===== src/rtl/hazard_ctrl.sv =====
// Hazard and sequencing controller for the five-stage RV32I pipeline: operand
// forwarding, load-use and memory stalls, branch flushes and a debug halt drain.
//
// state   | meaning
// --------+---------------------------------------------------------------
// RUN     | normal execution; hazards resolved by stall/flush/forward
// DRAIN   | halt requested; fetch discarded while the D-stage instruction retires
// HALTED  | pipeline empty and quiescent; resumes when HaltReq drops
module hazard_ctrl #(
    parameter int XLEN      = 32,
    parameter int CNT_W     = 32,
    parameter int DRAIN_CYC = 3
) (
    input  logic             clk,
    input  logic             rst,
    input  logic [4:0]       Rs1D,
    input  logic [4:0]       Rs2D,
    input  logic [4:0]       Rs1E,
    input  logic [4:0]       Rs2E,
    input  logic [4:0]       RdE,
    input  logic [1:0]       ResultSrcE,
    input  logic             PCSrcE,
    input  logic [4:0]       RdM,
    input  logic [4:0]       RdW,
    input  logic             RegWriteM,
    input  logic             RegWriteW,
    input  logic             DMemReqM,
    input  logic             DMemAckM,
    input  logic             HaltReq,
    output logic             StallF,
    output logic             StallD,
    output logic             StallE,
    output logic             StallM,
    output logic             FlushD,
    output logic             FlushE,
    output logic             FlushW,
    output logic [1:0]       ForwardAE,
    output logic [1:0]       ForwardBE,
    output logic             Halted,
    output logic [CNT_W-1:0] StallCycles
);

    // Data width only matters to neighbouring stages; reject nonsensical values.
    if (XLEN != 32 && XLEN != 64) begin : g_xlen_check
        $error("hazard_ctrl: unsupported XLEN");
    end

    typedef enum logic [1:0] {
        S_RUN    = 2'b00,
        S_DRAIN  = 2'b01,
        S_HALTED = 2'b10
    } state_t;

    localparam logic [1:0]       DRAIN_LOAD = 2'(DRAIN_CYC);
    localparam logic [CNT_W-1:0] CNT_MAX    = '1;

    state_t           state_q, state_d;
    logic [1:0]       drain_cnt_q, drain_cnt_d;
    logic [CNT_W-1:0] stall_cycles_q, stall_cycles_d;

    logic mem_stall;
    logic lw_stall;
    logic load_in_e;
    logic drain_advance;

    // Hazard detection. A taken branch kills the D instruction, so it masks the load-use stall.
    always_comb begin
        mem_stall = DMemReqM & ~DMemAckM;
        load_in_e = (ResultSrcE == 2'b01) && (RdE != 5'd0);
        lw_stall  = load_in_e && ((RdE == Rs1D) || (RdE == Rs2D)) && !PCSrcE;
    end

    // Forwarding: the younger result in M takes precedence over W.
    always_comb begin
        ForwardAE = 2'b00;
        ForwardBE = 2'b00;
        if (!rst) begin
            if (RegWriteM && (RdM != 5'd0) && (RdM == Rs1E)) begin
                ForwardAE = 2'b10;
            end else if (RegWriteW && (RdW != 5'd0) && (RdW == Rs1E)) begin
                ForwardAE = 2'b01;
            end
            if (RegWriteM && (RdM != 5'd0) && (RdM == Rs2E)) begin
                ForwardBE = 2'b10;
            end else if (RegWriteW && (RdW != 5'd0) && (RdW == Rs2E)) begin
                ForwardBE = 2'b01;
            end
        end
    end

    // Stall/flush outputs; a memory stall freezes everything, including a pending branch flush.
    always_comb begin
        StallF = 1'b0;
        StallD = 1'b0;
        StallE = 1'b0;
        StallM = 1'b0;
        FlushD = 1'b0;
        FlushE = 1'b0;
        FlushW = 1'b0;
        Halted = 1'b0;
        if (rst) begin
            FlushD = 1'b1;
            FlushE = 1'b1;
            FlushW = 1'b1;
        end else begin
            Halted = (state_q == S_HALTED);
            if (mem_stall) begin
                StallF = 1'b1;
                StallD = 1'b1;
                StallE = 1'b1;
                StallM = 1'b1;
                FlushW = 1'b1;
            end else begin
                unique case (state_q)
                    S_RUN: begin
                        StallF = lw_stall;
                        StallD = lw_stall;
                        FlushD = PCSrcE;
                        FlushE = lw_stall | PCSrcE;
                    end
                    S_DRAIN: begin
                        StallF = ~PCSrcE;
                        StallD = lw_stall;
                        FlushD = 1'b1;
                        FlushE = lw_stall | PCSrcE;
                    end
                    S_HALTED: begin
                        StallF = 1'b1;
                        FlushD = 1'b1;
                        FlushE = 1'b1;
                    end
                    default: begin
                        StallF = 1'b1;
                        FlushD = 1'b1;
                        FlushE = 1'b1;
                    end
                endcase
            end
        end
    end

    // Next state, drain counter and stall-cycle counter.
    always_comb begin
        state_d        = state_q;
        drain_cnt_d    = drain_cnt_q;
        stall_cycles_d = stall_cycles_q;
        drain_advance  = !mem_stall && !lw_stall && (drain_cnt_q != 2'd0);

        if ((state_q == S_RUN) && (StallF || StallM) && (stall_cycles_q != CNT_MAX)) begin
            stall_cycles_d = stall_cycles_q + 1'b1;
        end

        unique case (state_q)
            S_RUN: begin
                if (HaltReq && !mem_stall) begin
                    state_d     = S_DRAIN;
                    drain_cnt_d = DRAIN_LOAD;
                end
            end
            S_DRAIN: begin
                if (drain_advance) begin
                    drain_cnt_d = drain_cnt_q - 2'd1;
                end
                if (!mem_stall && (drain_cnt_d == 2'd0)) begin
                    state_d = S_HALTED;
                end
            end
            S_HALTED: begin
                if (!HaltReq) begin
                    state_d = S_RUN;
                end
            end
            default: begin
                state_d     = S_RUN;
                drain_cnt_d = 2'd0;
            end
        endcase
    end

    always_ff @(posedge clk) begin
        if (rst) begin
            state_q        <= S_RUN;
            drain_cnt_q    <= 2'd0;
            stall_cycles_q <= '0;
        end else begin
            state_q        <= state_d;
            drain_cnt_q    <= drain_cnt_d;
            stall_cycles_q <= stall_cycles_d;
        end
    end

    assign StallCycles = stall_cycles_q;

endmodule


===== config.mk =====
export PLATFORM = sky130hd
export DESIGN_NAME = hazard_ctrl
export DESIGN_NICKNAME = d
export VERILOG_FILES = /design/src/rtl/hazard_ctrl.sv
export SDC_FILE = /design/constraint.sdc
export NUM_CORES = 1
export LEC_CHECK = 0
export CORE_UTILIZATION = 41
export DETAILED_ROUTE_END_ITERATION = 10
export GPL_ROUTABILITY_DRIVEN = 0
export GPL_TIMING_DRIVEN = 0
export PLACE_DENSITY_LB_ADDON = 0.08
export RECOVER_POWER = 50
export REMOVE_ABC_BUFFERS = 1
export SETUP_SLACK_MARGIN = 0.2
export SLEW_MARGIN = 10
export SYNTH_ARGS = -nofsm -noshare
export SYNTH_HDL_FRONTEND = slang
export SYNTH_SLANG_ARGS = --single-unit
export TNS_END_PERCENT = 1

===== constraint.sdc =====
create_clock -name clk -period 2.1 [get_ports clk]
set_clock_uncertainty 0.1 [all_clocks]
set_input_delay 0.42 -clock clk [delete_from_list [all_inputs] [get_ports clk]]
set_output_delay 0.42 -clock clk [all_outputs]
set_load 0.02 [all_outputs]

* Yosys cells after proc, flatten, opt, wreduce, memory -nomap -nowiden *
Cells that the tools add are included.

cells by class
  add/subtract/negate cells = 2
  equal/unequal tests = 13
  mux-type cells = 30
  bitwise logic cells = 5
  reductions and logical operators = 29

operator list
  cell                     count
  $add A32 B1 Y32 const B  1
  $ne A32 B32 Y1 const B   1
  $eq A5 B5 Y1             6
  $mux W2                  10
  $mux W1                  17
  $logic_and A1 B1 Y1      15
  $reduce_bool A5 Y1       3
  $pmux W2 S3              2
  $eq A2 B1 Y1 const B     2
  $logic_not A2 Y1         2
  $ne A2 B2 Y1 const B     2
  $logic_not A1 Y1         3
  $not A1 Y1               3
  $reduce_and A3 Y1        1
  $eq A2 B2 Y1 const B     1
  $logic_or A1 B1 Y1       2
  $ne A2 B1 Y1 const B     1
  $pmux W1 S2              1
  $reduce_and A2 Y1        1
  $reduce_bool A2 Y1       1
  $reduce_or A2 Y1         1
  $sub A2 B1 Y2 const B    1
  $and A1 B1 Y1            1
  $or A1 B1 Y1             1

storage, ports and cells
  register bits after elaboration = 36
  input port bits = 45
  output and inout port bits = 44
  word-level logic and storage cells = 82

* Longest topological paths before layout *
Gate-level depths: netlist of run 1.

  word-level depth = 13
  mapped depth = 9
  gate-level depth less buffers = 7

* Least setup slack after synthesis of run 1 *
Ideal clock, no wire load.

  path kind = input port to output port
  from = input port RdM[1]
  to = output port ForwardBE[0]
  arrival time = 2,058 ps
  required time = 1,580 ps
  path slack = -478 ps
  stages on the path = 4
  path buffers = 0
  path through = or4_1 o21ai_0 nor3_1 nor4_1

on the way
  longest elaborated chain between the ends = 5
  elaborated cells between the ends (all ways) = 6
  those cells by class = eq/ne: 1; mux: 2; reduce/logical: 3

ends and longest elaborated chain
  item                   RTL line  source
  start: declaration     23        input logic [4:0] RdM,
  $reduce_bool A5 Y1     83        if (RegWriteM && (RdM != 5'd0) && (RdM == Rs2E)) begin
  $logic_and A1 B1 Y1    83
  $logic_and A1 B1 Y1 *  83
  $mux W2 *              83
  $mux W2 *              77        if (!rst) begin
  end: declaration       38        output logic [1:0] ForwardBE,

Every way passes the cells marked *; elsewhere a longest branch is shown, timed or not.

* Worst setup path in the final report of run 1 *
  from = input port RdE[2]
  to = output port StallF

on the way
  longest elaborated chain between the ends = 7
  elaborated cells between the ends (all ways) = 10
  those cells by class = eq/ne: 2; mux: 3; reduce/logical: 5

ends and longest elaborated chain
  item                                                              RTL line  source
  start: declaration                                                20        input logic [4:0] RdE,
  $eq A5 B5 Y1 / $reduce_bool A5 Y1 (equally long branches)         70, 69
  $logic_or A1 B1 Y1 / $logic_and A1 B1 Y1 (equally long branches)  70, 69
  $logic_and A1 B1 Y1 * (2 in a row)                                70        lw_stall = load_in_e && ((RdE == Rs1D) || (RdE == Rs2D)) && !PCSrcE;
  $pmux W1 S2 *                                                     114       unique case (state_q)
  $mux W1 *                                                         107       if (mem_stall) begin
  $mux W1 *                                                         101       if (rst) begin
  end: declaration                                                  30        output logic StallF,

Marks and branches as above.

==> impl_metrics.py, run 1 <==
metrics = {
    "synth": {
        "synthFlopType": "dfxtp_1",
        "async_reset_ff_frac": 0,
        "seq_area_frac_synth": 0.290,
        "mappedNetlistArea_sq_um": 2480,
        "yosysWarnings": 0,
        "ys_types": 49,
        "synth_cells": 315,
        "synth.avg_cell_area_sq_um": 7.88,
        "ys_seq_elements": 36,
        "synth_edf_count": 0,
    },
    "power_and_ir_drop": {
        "p_seq_frac": 0.416,
        "ir_worst_vdd_mv": 0.358,
        "switching_power_uw": 474,
        "clkPwrFrac": 0.354,
        "p_comb_frac": 0.231,
        "power_density_nw_per_um2": 449,
        "total_power_uw": 1720,
        "p_leak_uw": 0.00135,
        "switching_share": 0.276,
        "power.internal_uw": 1250,
    },
    "final_layout": {
        "num_antenna_cells": 0,
        "final_common_cell": "a21oi_1",
        "layout_common_cells": "29 x a21oi_1, 23 x dfxtp_1, 22 x xnor2_1, 22 x clkdlybuf4s50_1, 21 x dlygate4sd2_1",
        "drive_gt1_frac": 0.262,
        "n_fill_cell": 483,
        "layout.nets": 459,
        "finish.utilization": 0.674,
        "area_delta_synth_final_pct": 54.2,
        "stdcell_count": 485,
    },
    "critical_path": {
        "timing.critical_path.buf_inv": 2,
        "max_stage_delay_ps": 520,
        "path_delay_family": "simple AND/OR/NAND/NOR gates",
        "worstPathRequired_ps": 1580,
        "critPathSlowestCell": "or4_4",
        "cp_max_fo": 3,
        "crit_path_end_kind": "primary output",
        "critical_path_class": "primary input to primary output",
        "crit_path_start_kind": "primary input",
        "path_cells": "buf_8 -> or4_4 -> o21ai_2 -> nand2b_4 -> a21oi_2 -> o31a_1 -> buf_6",
        "arrival_ps": 1780,
    },
    "grt": {
        "grt_max_degree": 39,
        "grt_pass1_vias": 2689,
        "grtUsageTotal": 0.238,
        "antenna_found_initial": 0,
        "grt_pass1_wl_mm": 12.2,
        "grt_remaining_overflow": 0,
    },
    "placement": {
        "place_hpwl_mm": 4.67,
        "pre_cts_ws_ps": -1310,
        "place.port_buffers": 88,
        "dp_cells": 458,
    },
    "routing": {
        "wirelength_mm": 7.48,
        "wl_per_cell_um": 15.4,
        "drc": 0,
        "wl_met2_mm": 3.70,
        "vias": 2814,
        "via_per_inst": 5.80,
        "drt-met1-wl_mm": 3.32,
        "firstDrtPassIters": 4,
        "dr_wl_met3_um": 440,
        "dr.max_layer_used": "met4",
        "drt_iter0_drc": 153,
        "drtAntennaViolNets": 0,
    },
    "run": {
        "max-cap-violations": 0,
    },
    "floorplanning": {
        "die-width_um": 79.8,
        "coreArea_sq_um": 5680,
        "start_util": 0.437,
        "ios": 89,
        "die_h_um": 79.8,
        "die-area_sq_um": 6370,
        "core.rowCount": 27,
    },
    "cts": {
        "path_clk_slew_ps": 70,
        "cts.path.max_buffers": 2,
        "cts_buffers": 5,
        "clock_sinks": 36,
        "cts_tree": "built",
        "hold_buffers": 0,
        "clk_latency_ps": 290,
        "cts_htree_levels": 2,
        "root_buffer": "clkbuf_8",
    },
    "timing": {
        "setup_viol": 27,
        "rsz0062_at_grt": "yes",
        "fin_crit_ps": 2300,
        "maxSlewViolCount": 0,
        "hold_viol_final": 0,
        "max-slew-margin-rel": 0.736,
        "max_freq_ghz": 0.436,
        "fin_crit_sh": 1.09,
        "fin_ws_ps": -195,
        "worst_pin_slew_ps": 396,
    },
    "hold_path": {
        "hold_path_class": "primary input to flip-flop",
    },
    "run_status": {
        "status": "complete, but fails checks",
        "violations": "negative setup slack",
    },
}
## power by group through the flow
stage               registers (uW)  logic, uW  clock network [uW]
global placement               728        348                   0
detailed placement             727        353                   0
finish                         714        396                 608
floorplan                      726        186                   0
CTS                            714        387                 614
global route                   717        432                 651
## logic make-up after synthesis
kind of cell | count (synthesis) | synth area share
AND/OR/NAND/NOR | 138 | 0.319
flip-flops | 36 | 0.290
buffers and inverters | 28 | 0.0550
AO/OA/AOI/OAI | 77 | 0.202
adder cells (fa/ha/maj) | 2 | 0.0101
multiplexers | 4 | 0.0171
XOR/XNOR | 30 | 0.106
## through the flow
stage / cell area (sq um) / setup TNS, ps / hold WS (ps)
global route: 3820 / -4910 / 338
floorplan: 2380 / -14600 / 359
detailed placement: 3360 / -48280 / 391
global placement: 3350 / -81490 / 381
finish: 3820 / -2120 / 335
CTS: 3810 / -1140 / 323
## worst paths after layout
kind                                 startpoint               to  depth (start not counted)  slack (ps)
worst max register to register  StallCycles[21]  StallCycles[25]                          7         -20
worst min-delay path                        rst  StallCycles[20]                          2         330
worst max-delay path                     RdE[2]           StallF                          7        -200
worst min register to register  StallCycles[21]  StallCycles[21]                          1         380
## synthesized netlist by cell type (3+ instances only)
cell type  instances  area (sq um)
or3_1             13          81.3
xor2_1             8          70.1
dfxtp_1           36           721
nor2b_1            4          25.0
nand3_1           19          95.1
inv_1              9          33.8
buf_4              5          37.5
o21ai_0           16          80.1
o31ai_1           12          90.1
nand2_1           21          78.8
nor2_1            13          48.8
and4_1             4          35.0
xnor2_1           22           193
a21oi_1           30           150
or4_1             18           135
nor3_1            10          50.1
nand2b_1           4          25.0
nand4_1           15          93.8
o311ai_0           4          35.0
buf_2              3          15.0
clkbuf_1           8          30.0
nor4_1             7          43.8
and3_1             4          25.0
## state kept, by name, summed over array words and instances, names as in the netlist
name and count:
state_q 2, StallCycles 32, drain_cnt_q 2
## timing repair
| action | in CTS | in global routing |
|---|---|---|
| setup buffers | 15 | 1 |
| hold endpoints to repair | 0 | 0 |
| pin swaps | 56 | 13 |
| endpoints found under the setup margin | 53 | 57 |
| resized for setup | 212 | 30 |
| gates cloned | 3 | 0 |
## worst reg2reg max path: stages, from the launching register on
cell and delay [ps]:
dfxtp_2 370, nand4_1 180, nor4_4 380, buf_4 190, buf_4 140, nand2_1 70
or4_1 510, a21oi_1 130
## layer usage
layer | GRT usage | vias up
met1 | 0.304 | 1319
met3 | 0.0446 | 2
met4 | 0.0411 | 0
met5 | 0 | -
li1 | - | 1398
met2 | 0.419 | 95
## layout make-up
class                   instances  area [sq um]  area share
well taps                      72          90.1      0.0236
multi-input cells             254          1900       0.498
clock inverters                 2          35.0     0.00916
clock buffers                   6          72.6      0.0190
repair buffers                105           940       0.246
inverters                      10          42.5      0.0111
flip-flops and latches         36           742       0.194
Note: power is estimated with default switching activity, not from simulation.
==> run 2: changes to the inputs <==
Settings changed: CTS_BUF_LIST from default to sky130_fd_sc_hd__clkbuf_4 sky130_fd_sc_hd__clkbuf_8 sky130_fd_sc_hd__clkbuf_16.
==> run 2 against run 1 <==
Effect of this change:
- the flow still finishes with violations (negative setup slack)
- hold slack got worse by 16 ps
- non-clock buffer count fell by 3
- first-iteration DRC count fell by 26%
- maximum frequency fell by 1.3%
- clock power rose by 2%
- critical path type unchanged
- final cell count fell by 0.41%
- setup slack got worse by 29 ps
==> impl_metrics.py, run 2 (synthesis gave the netlist of run 1 again) <==
metrics = {
    "floorplanning": {
        "ios": 89,
        "core.rowCount": 27,
        "die-area_sq_um": 6370,
        "start_util": 0.437,
        "die_h_um": 79.8,
        "die-width_um": 79.8,
        "coreArea_sq_um": 5680,
    },
    "hold_path": {
        "min_from": "rst",
        "hold_path_class": "primary input to flip-flop",
    },
    "timing": {
        "fin_ws_ps": -224,
        "maxSlewViolCount": 0,
        "max-slew-margin-rel": 0.733,
        "worst_pin_slew_ps": 401,
        "setup_viol": 25,
        "fin_crit_sh": 1.11,
        "rsz0062_at_grt": "yes",
        "max_freq_ghz": 0.430,
        "hold_viol_final": 0,
        "finalSetupTns_ps": -1600,
        "fin_crit_ps": 2320,
    },
    "routing": {
        "wirelength_mm": 7.56,
        "wl_per_cell_um": 15.6,
        "vias": 2833,
        "drc": 0,
        "firstDrtPassIters": 4,
        "drtAntennaViolNets": 0,
        "via_per_inst": 5.87,
        "drt_iter0_drc": 113,
    },
    "run_status": {
        "status": "complete, but fails checks",
        "violations": "negative setup slack",
    },
    "critical_path": {
        "crit_path_end_kind": "primary output",
        "path_cells": "buf_8 -> or4_4 -> o21ai_2 -> nand2b_4 -> a21oi_2 -> o31a_1 -> buf_6",
        "reg2reg_from": "StallCycles[19]",
        "path_delay_family": "simple AND/OR/NAND/NOR gates",
        "arrival_ps": 1800,
        "worstSetupStartpoint": "RdE[2]",
        "worstPathRequired_ps": 1580,
        "cp_max_fo": 3,
        "critPathSlowestCell": "or4_4",
        "max_stage_delay_ps": 520,
        "crit_path_start_kind": "primary input",
        "critical_path_class": "primary input to primary output",
        "timing.critical_path.buf_inv": 2,
    },
    "final_layout": {
        "area_delta_synth_final_pct": 56.4,
        "fin_area_sq_um": 3880,
        "stdcell_count": 483,
        "n_fill_cell": 474,
        "finish.utilization": 0.684,
        "largest_register_ffs": 32,
        "drive_gt1_frac": 0.270,
        "layout_common_cells": "28 x a21oi_1, 22 x dfxtp_1, 22 x xnor2_1, 21 x clkdlybuf4s50_1, 20 x nand2_1",
        "layout.nets": 457,
        "final_common_cell": "a21oi_1",
        "num_antenna_cells": 0,
    },
    "run": {
        "max-cap-violations": 0,
    },
    "cts": {
        "cts_buffers": 5,
        "cts_htree_levels": 2,
        "path_clk_slew_ps": 70,
        "clock_sinks": 36,
        "root_buffer": "clkbuf_8",
        "clk_latency_ps": 290,
        "hold_buffers": 0,
        "cts.path.max_buffers": 2,
        "cts_tree": "built",
    },
    "power_and_ir_drop": {
        "ir_worst_vdd_mv": 0.366,
        "p_leak_uw": 0.00140,
        "p_comb_frac": 0.231,
        "p_seq_frac": 0.410,
        "clkPwrFrac": 0.359,
        "total_power_uw": 1730,
        "power.internal_uw": 1260,
        "switching_power_uw": 475,
        "power_density_nw_per_um2": 446,
        "switching_share": 0.275,
    },
    "placement": {
        "place.port_buffers": 88,
        "place_hpwl_mm": 4.67,
        "dp_cells": 458,
        "dpl_cell_area_sq_um": 3360,
    },
    "grt": {
        "grt_max_degree": 39,
        "grt_pass1_vias": 2635,
        "grt_remaining_overflow": 0,
        "grt_pass1_wl_mm": 12.3,
        "antenna_found_initial": 0,
        "grtUsageTotal": 0.239,
    },
}
## run 2: cell count changes in the layout (fill, tap and decap cells not counted), moves of 2 or more
cell and delta:
dfxtp_2 -2, or4_4 +3, buf_4 -4, dlymetal6s2s_1 +3, o21ai_0 +5, dlygate4sd3_1 +4
o21ai_1 -5, dlygate4sd2_1 -3, clkbuf_1 -5, dfxtp_4 +3, or4_1 -3
## run 2: power groups by stage
stage | sequential (uW) | clock (uW) | combinational [uW]
5_1_grt | 713 | 662 | 435
4_1_cts | 713 | 628 | 387
3_3_place_gp | 728 | 0 | 348
6_report | 710 | 622 | 400
2_1_floorplan | 726 | 0 | 186
3_5_place_dp | 727 | 0 | 353
## run 2: final timing paths
kind	slack, ps	cells past startpoint	to
setup / recovery	-220	7	StallF
hold / removal	320	2	StallCycles[15]
setup reg to reg	-130	7	StallCycles[31]
hold reg to reg	390	1	StallCycles[21]
## run 2: layout make-up
type,count,area [sq um],share of cell area
Clock buffer,6,76.3,0.0197
Clock inverter,2,35.0,0.00903
Inverter,10,42.5,0.0110
Multi-Input combinational cell,255,1930,0.499
Sequential cell,36,751,0.193
Tap cell,72,90.1,0.0232
Timing Repair Buffer,102,951,0.245
## run 2: through the flow
stage	hold slack, ps	worst slack (ps)
6_report	319	-224
5_1_grt	315	-260
4_1_cts	369	-221
3_5_place_dp	391	-1310
3_3_place_gp	381	-2180
2_1_floorplan	359	-655
## run 2: what timing repair did
action | 4_1_cts | 5_1_grt
resized for setup | 194 | 50
pin swaps | 48 | 15
buffers inserted | 11 | 2
setup endpoints to repair | 53 | 56
cloned | 4 | 0
## run 2: layer usage
metal / vias up / global-route usage / wire [um]
li1: 1398 / - / -
met1: 1345 / 0.304 / 3360
met2: 88 / 0.422 / 3820
met3: 2 / 0.0457 / 357
met4: 0 / 0.0375 / 20
met5: - / 0 / 0
==> run 3: changes to the inputs <==
Settings changed: CORE_MARGIN from default to 8.
==> run 3 against run 2 <==
Effect of this change:
- the run still ends with negative setup slack left
- final cell count fell by 0.83%
- combinational power down 2%
- core utilization is 5.8 points lower
- highest routed layer unchanged
- critical path type unchanged
- global-route usage shrank 5.7 points
==> impl_metrics.py, run 3 (synthesis gave the netlist of run 1 again) <==
metrics = {
    "timing": {
        "fin_crit_ps": 2320,
        "max_freq_ghz": 0.431,
        "hold_viol_final": 0,
        "finalSetupTns_ps": -2080,
        "worst_pin_slew_ps": 551,
        "maxSlewViolCount": 0,
        "fin_ws_ps": -219,
        "rsz0062_at_grt": "yes",
        "max-slew-margin-rel": 0.632,
        "setup_viol": 28,
        "fin_crit_sh": 1.10,
    },
    "floorplanning": {
        "die-area_sq_um": 8800,
        "coreArea_sq_um": 5890,
        "die_h_um": 93.8,
        "die-width_um": 93.8,
        "core.rowCount": 28,
        "start_util": 0.422,
        "ios": 89,
    },
    "power_and_ir_drop": {
        "clkPwrFrac": 0.361,
        "p_leak_uw": 0.00127,
        "total_power_uw": 1740,
        "p_seq_frac": 0.413,
        "p_comb_frac": 0.226,
        "power_density_nw_per_um2": 472,
        "power.internal_uw": 1240,
        "switching_share": 0.286,
        "switching_power_uw": 497,
        "ir_worst_vdd_mv": 0.305,
    },
    "final_layout": {
        "n_fill_cell": 543,
        "largest_register_ffs": 32,
        "multi_input_area_sq_um": 1880,
        "layout.nets": 450,
        "finish.utilization": 0.625,
        "layout_common_cells": "27 x a21oi_1, 27 x clkdlybuf4s50_1, 26 x dfxtp_1, 22 x xnor2_1, 21 x nand2_1",
        "seq_area_sq_um": 738,
        "area_delta_synth_final_pct": 48.3,
        "drive_gt1_frac": 0.235,
        "num_antenna_cells": 0,
        "fin_area_sq_um": 3680,
    },
    "grt": {
        "grt_pass1_vias": 2681,
        "grt_remaining_overflow": 0,
        "antenna_found_initial": 0,
        "grtUsageTotal": 0.181,
        "grt_max_degree": 39,
        "grt_pass1_wl_mm": 13.1,
    },
    "critical_path": {
        "critical_path_class": "primary input to primary output",
        "cp_max_fo": 3,
        "crit_path_end_kind": "primary output",
        "arrival_ps": 1800,
        "crit_path_start_kind": "primary input",
        "worstPathRequired_ps": 1580,
    },
    "run_status": {
        "violations": "negative setup slack",
        "status": "complete, but fails checks",
    },
    "cts": {
        "cts_tree": "built",
        "clock_sinks": 36,
        "clk_latency_ps": 300,
        "path_clk_slew_ps": 80,
        "cts.path.max_buffers": 2,
        "root_buffer": "clkbuf_8",
        "hold_buffers": 0,
        "cts_htree_levels": 2,
        "cts_buffers": 5,
    },
    "routing": {
        "via_per_inst": 5.78,
        "wirelength_mm": 8.05,
        "drtAntennaViolNets": 0,
        "drc": 0,
        "firstDrtPassIters": 4,
        "drt_iter0_drc": 161,
        "wl_per_cell_um": 16.8,
        "vias": 2771,
    },
    "run": {
        "max-cap-violations": 0,
    },
    "placement": {
        "dpl_cell_area_sq_um": 3360,
        "place_hpwl_mm": 5.40,
        "place.port_buffers": 88,
    },
    "hold_path": {
        "hold_path_class": "primary input to flip-flop",
    },
}
-- run 3: critical path, cell delays in order --
cell and delay, ps:
buf_8 100, or4_4 540, o21ai_4 140, nand2b_4 160, a21oi_2 50, o31a_1 260, buf_6 130
-- run 3: repair_timing --
action | 4_1_cts | 5_1_grt
gates cloned | 2 | 0
setup endpoints to repair | 55 | 61
buffers inserted | 6 | 3
gates resized for setup | 197 | 42
pin swaps | 38 | 26
-- run 3: per-stage QoR --
step                      hold slack (ps)  setup WS (ps)  instances
after global routing                  319           -259        479
after global placement                385          -2210        460
after floorplan                       359           -655        297
after detailed placement              387          -1390        460
after CTS                             365           -240        476
final                                 311           -219        479
-- run 3: per-layer routing --
metal  vias to the layer above  global-route usage  part of all wire
li1                       1387                   -                 -
met1                      1290               0.217              0.41
met2                        85               0.302              0.50
met3                         9              0.0560             0.075
met4                         0              0.0555             0.011
met5                         -                   0                 0
-- run 3: area by class of cell --
class	instances	area share
repair buffers	97	0.220
clock inverters	3	0.0116
multi-input cells	253	0.512
inverters	10	0.0116
clock buffers	5	0.0187
flip-flops and latches	36	0.201
well taps	75	0.0255
-- run 3: power groups by stage --
stage	Clock [uW]	Sequential, uW	Combinational (uW)
2_1_floorplan	0	726	186
3_3_place_gp	0	728	351
3_5_place_dp	0	728	354
4_1_cts	631	717	390
5_1_grt	668	721	428
6_report	627	718	393
-- run 3: final timing paths --
| path | startpoint | endpoint | slack [ps] | depth (start not counted) |
|---|---|---|---|---|
| setup / recovery | RdE[4] | StallF | -220 | 7 |
| hold / removal | rst | StallCycles[13] | 310 | 2 |
| setup reg to reg | StallCycles[12] | StallCycles[31] | -140 | 7 |
| hold reg to reg | StallCycles[21] | StallCycles[21] | 380 | 1 |
